## src/rtl/mem_arbiter.sv

```systemverilog
// Single-port memory arbiter for the multicycle CPU: serialises fetch and load/store accesses.
// Define MEM_ARB_RR_EN for round-robin tie-breaking; default is fixed data-over-fetch priority.
module mem_arbiter #(
  parameter int unsigned ADDR_W  = 32,
  parameter int unsigned DATA_W  = 32,
  parameter int unsigned MEM_LAT = 2    // 1..15
) (
  input  logic              clk,
  input  logic              rst_n,
  input  logic              i_if_req,
  input  logic [ADDR_W-1:0] i_if_addr,
  output logic              o_if_ack,
  input  logic              i_d_req,
  input  logic              i_d_we,
  input  logic [ADDR_W-1:0] i_d_addr,
  input  logic [DATA_W-1:0] i_d_wdata,
  output logic              o_d_ack,
  output logic [DATA_W-1:0] o_rdata,
  output logic              o_mem_cs,
  output logic              o_mem_we,
  output logic [ADDR_W-1:0] o_mem_addr,
  output logic [DATA_W-1:0] o_mem_wdata,
  input  logic [DATA_W-1:0] i_mem_rdata,
  output logic              o_busy
);

  typedef enum logic [1:0] {StIdle, StAccess, StDone} state_e;
  typedef enum logic {OwnIf = 1'b0, OwnD = 1'b1} owner_e;

  localparam logic [3:0] CntInit = 4'(MEM_LAT - 1);

  state_e            r_state, w_state_d;
  owner_e            r_owner, w_owner_d;
  owner_e            w_grant;
  logic [3:0]        r_cnt, w_cnt_d;
  logic [ADDR_W-1:0] r_addr, w_addr_d;
  logic [DATA_W-1:0] r_wdata, w_wdata_d;
  logic              r_we, w_we_d;
  logic [DATA_W-1:0] r_rdata, w_rdata_d;

`ifdef MEM_ARB_RR_EN
  owner_e r_last_owner;

  // On a tie, favour whichever requester was not granted most recently.
  always_comb begin
    w_grant = i_d_req ? OwnD : OwnIf;
    if (i_if_req && i_d_req) begin
      w_grant = (r_last_owner == OwnIf) ? OwnD : OwnIf;
    end
  end

  always_ff @(posedge clk or negedge rst_n) begin
    if (!rst_n) begin
      r_last_owner <= OwnIf;
    end else if (r_state == StIdle && (i_if_req || i_d_req)) begin
      r_last_owner <= w_grant;
    end
  end
`else
  always_comb begin
    w_grant = i_d_req ? OwnD : OwnIf;
  end
`endif

  always_ff @(posedge clk or negedge rst_n) begin
    if (!rst_n) begin
      r_state <= StIdle;
      r_owner <= OwnIf;
      r_cnt   <= '0;
      r_addr  <= '0;
      r_wdata <= '0;
      r_we    <= 1'b0;
      r_rdata <= '0;
    end else begin
      r_state <= w_state_d;
      r_owner <= w_owner_d;
      r_cnt   <= w_cnt_d;
      r_addr  <= w_addr_d;
      r_wdata <= w_wdata_d;
      r_we    <= w_we_d;
      r_rdata <= w_rdata_d;
    end
  end

  always_comb begin
    w_state_d = r_state;
    w_owner_d = r_owner;
    w_cnt_d   = r_cnt;
    w_addr_d  = r_addr;
    w_wdata_d = r_wdata;
    w_we_d    = r_we;
    w_rdata_d = r_rdata;
    unique case (r_state)
      StIdle: begin
        if (i_if_req || i_d_req) begin
          w_state_d = StAccess;
          w_owner_d = w_grant;
          w_cnt_d   = CntInit;
          if (w_grant == OwnD) begin
            w_addr_d  = i_d_addr;
            w_wdata_d = i_d_wdata;
            w_we_d    = i_d_we;
          end else begin
            w_addr_d = i_if_addr;
            w_we_d   = 1'b0;
          end
        end
      end
      StAccess: begin
        if (r_cnt == 4'd0) begin
          w_state_d = StDone;
          if (!r_we) begin
            w_rdata_d = i_mem_rdata;
          end
        end else begin
          w_cnt_d = r_cnt - 4'd1;
        end
      end
      StDone:  w_state_d = StIdle;
      default: w_state_d = StIdle;
    endcase
  end

  // Outputs come only from registered state so requests never reach the memory combinationally.
  always_comb begin
    o_mem_cs    = (r_state == StAccess);
    o_mem_we    = (r_state == StAccess) && r_we;
    o_mem_addr  = r_addr;
    o_mem_wdata = r_wdata;
    o_if_ack    = (r_state == StDone) && (r_owner == OwnIf);
    o_d_ack     = (r_state == StDone) && (r_owner == OwnD);
    o_busy      = (r_state != StIdle);
    o_rdata     = r_rdata;
  end

endmodule

```

## config.mk

```make
export PLATFORM = sky130hd
export DESIGN_NAME = mem_arbiter
export DESIGN_NICKNAME = d
export VERILOG_FILES = /design/src/rtl/mem_arbiter.sv
export SDC_FILE = /design/constraint.sdc
export NUM_CORES = 1
export LEC_CHECK = 0
export CAP_MARGIN = 20
export CORE_MARGIN = 8
export CORE_UTILIZATION = 40
export DETAILED_ROUTE_END_ITERATION = 8
export PLACE_DENSITY_LB_ADDON = 0.1
export SLEW_MARGIN = 20
export SYNTH_ARGS = -nofsm -noshare
export SYNTH_HDL_FRONTEND = slang
export SYNTH_SLANG_ARGS = --single-unit
export TNS_END_PERCENT = 10
```

## constraint.sdc

```tcl
create_clock -name clk -period 2.15 [get_ports clk]
set_input_delay 0.43 -clock clk [delete_from_list [all_inputs] [get_ports clk]]
set_output_delay 0.43 -clock clk [all_outputs]
set_load 0.01 [all_outputs]
```

==> flow_summary.yaml <==
routing:
  wl_met1_um: 5260
  drc_errors: 0
  wl_per_cell_um: 18.6
  drt-vias-per-instance: 4.95
  drt-pass1-iter-count: 4
  dr.first_iter.drc_count: 114
  wl_met3_um: 1280
  dr_total_vias: 3472
  finalWirelength_um: 13100
  met2_length_um: 6290
  top_layer: "met4"
  ant_nets: 0
floorplan:
  die_h_um: 121
  io_pins: 234
  die_area_um2: 14700
  core_area_um2: 10800
  die_x_um: 121
  placementRows: 38
  start_util_pct: 41.0
pwr:
  ir_drop_uv: 620
  switchingPower_mw: 3.17
  p_leak_nw: 3.12
  internal-power_mw: 6.68
  pwr-share-clk_pct: 13.8
  power_frac_seq_pct: 35.4
  fin_total_pwr_mw: 9.85
  swShare_pct: 32.2
  p_comb_share_pct: 50.8
  p_per_area_nw_per_um2: 1370
logic_synthesis:
  synth_edf_count: 0
  avgSynthCellArea_um2: 13.8
  ys_async_sr_fraction_pct: 100
  synth_xor_xnor_area_share_pct: 0
  ys_seq_area_share_pct: 58.5
  synth.net_count: 456
  ys_dominant_reg_cell: "dfrtp_1"
  synth_simple_gate_area_share_pct: 2.45
  synth_top_family_by_area: "multiplexers"
  ys_seq_elements: 104
  synth_mux_area_share_pct: 26.2
  synth_compound_area_share_pct: 8.70
  synth_cells: 321
  syn_area_um2: 4450
  ys_types: 30
  yosysWarnings: 0
  synth-adder-area-share_pct: 0.563
sta:
  finalHoldViolCount: 0
  max_freq_mhz: 483
  clock_skew_ns: 0.0104
  setup_ws_ns: 0.0785
  worst-slew-pin-transition_ns: 0.408
  min_period_ns: 2.07
  fin_hold_ws_ns: 0.512
  maxSlewViolCount: 0
  slew_headroom_pct: 72.8
  period_share_pct: 96.3
  setup_tns_ns: 0
  rsz0062_at_grt: "yes"
  finalSetupViolCount: 0
cts:
  h-tree-depth: 3
  post_cts_buffers: 0
  tritoncts.num_buffers: 9
  cts_root_buffer: "clkbuf_8"
  cts.path.max_buffers: 2
  path_clk_slew_ns: 0.09
  tritoncts: "yes"
  cts_sinks: 104
  worstSkewPairLatency_ns: 0.36
grt:
  grt_pass1_wl_um: 20200
  grt_antenna_before_repair: 0
  grtUsageTotal_pct: 17.3
  grt.overflow.total: 0
  grt_pass1_vias: 3747
  grt_max_degree: 60
cells_and_area:
  drive_above_1_share_pct: 18.2
  final_common_cell: "clkdlybuf4s50_1"
  area_growth_pct: 61.4
  fin_util_pct: 66.2
  stdcell_area_um2: 7180
  fin_cells: 701
  final_cell_mix: "clkdlybuf4s50_1, dfrtp_1, o21ai_0"
  antenna_cells: 0
  nNetsFinal: 691
worst_setup_path:
  r2r_start: "r_state[1]"
  critPathTopFamily: "buffers and inverters"
  cp_data_required_time_ns: 1.72
  endpoint_kind: "output pin"
  critPathLaunchType: "flip-flop"
  worst-endpoint-arrival_ns: 1.64
  startpoint: "r_state[0]"
  slowest_stage: "clkdlybuf4s50_1"
  r2r_setup_slack_ns: 0.19
  r2r_end: "o_rdata[21]"
  critical_path.max_fanout: 5
  crit_chain: "nor2_2, clkinv_1, clkdlybuf4s50_1"
  worst-path-buf-inv: 2
  cp.depth: 3
  worst_path_largest_cell_delay_ns: 0.51
  reg2regPathDepth: 4
  path_class: "flip-flop to output pin"
min_path:
  min_path_type: "flip-flop to flip-flop"
  hold_depth: 1
  min_to: "o_mem_wdata[19]"
  min_from: "o_mem_wdata[19]"
placement:
  dp_worst_setup_slack_ns: 0.195
  hpwl_um: 10200
  gp_congestion: 0.767
  placed_cells: 684
  io_buffers: 233
  placed_cell_area_um2: 6930
outcome:
  status: "finished clean"
run:
  cap_violations: 0
## flip-flops by register name, indices dropped and copies added, names as in the netlist
signal       flops
o_mem_addr      32
o_mem_wdata     32
o_rdata         32
r_cnt            4
r_owner          1
r_state          2
r_we             1
## kinds of logic after synthesis
| kind of cell | count (synthesis) |
|---|---|
| DFF | 104 |
| and+or+nand+nor | 17 |
| adders and majority gates | 2 |
| muxes | 97 |
| buffers and inverters | 26 |
| AOI/OAI and AO/OA | 75 |
## worst max path at each step
stage	to	slack, ns
after CTS	o_mem_cs	0.003
after global routing	o_busy	-0.05
after detailed placement	o_rdata[5]	0.19
final	o_busy	0.08
after global placement	o_rdata[17]	0.25
after floorplan	o_rdata[10]	0.35
## Yosys cell counts (2+ instances only)
master | count | area [um^2]
buf_12 | 3 | 60.1
dfrtp_1 | 104 | 2600
mux2i_1 | 32 | 320
inv_1 | 4 | 15.0
o21ai_0 | 69 | 345
clkbuf_1 | 12 | 45.0
buf_2 | 3 | 15.0
and2_1 | 2 | 12.5
nor3b_1 | 2 | 15.0
ha_1 | 2 | 25.0
nor2_1 | 4 | 15.0
mux2_4 | 30 | 450
a21oi_1 | 2 | 10.0
buf_1 | 2 | 7.51
mux2_2 | 35 | 394
## power by group through the flow
stage	sequential, mW	clock (mW)	combinational (mW)
2_1_floorplan	3.89	0	1.97
3_3_place_gp	3.48	0	4.96
3_5_place_dp	3.51	0	5.09
4_1_cts	3.49	1.40	5.10
5_1_grt	3.60	1.47	5.39
6_report	3.48	1.36	5.01
## metal layers
metal  global-route usage, %  vias up
li1                        -     1612
met5                       0        -
met4                    6.48        0
met2                    28.2      151
met3                    6.98       15
met1                    20.2     1694
## layout make-up
| type | instances | area [um^2] |
|---|---|---|
| inverter | 5 | 18.8 |
| clock inverter | 6 | 90.1 |
| sequential | 104 | 2600 |
| fill | 866 | 3660 |
| tap | 140 | 175 |
| clock buffer | 10 | 138 |
| multi-input combinational | 191 | 1700 |
| timing repair buffer | 245 | 2460 |
## timing repair
action / in CTS / in global routing
resized for setup: 3 / 1
hold buffers: 1 / 0
hold endpoints to repair: 17 / 0
endpoints found under the setup margin: 3 / 2
Power figures use the tool's default switching activity.
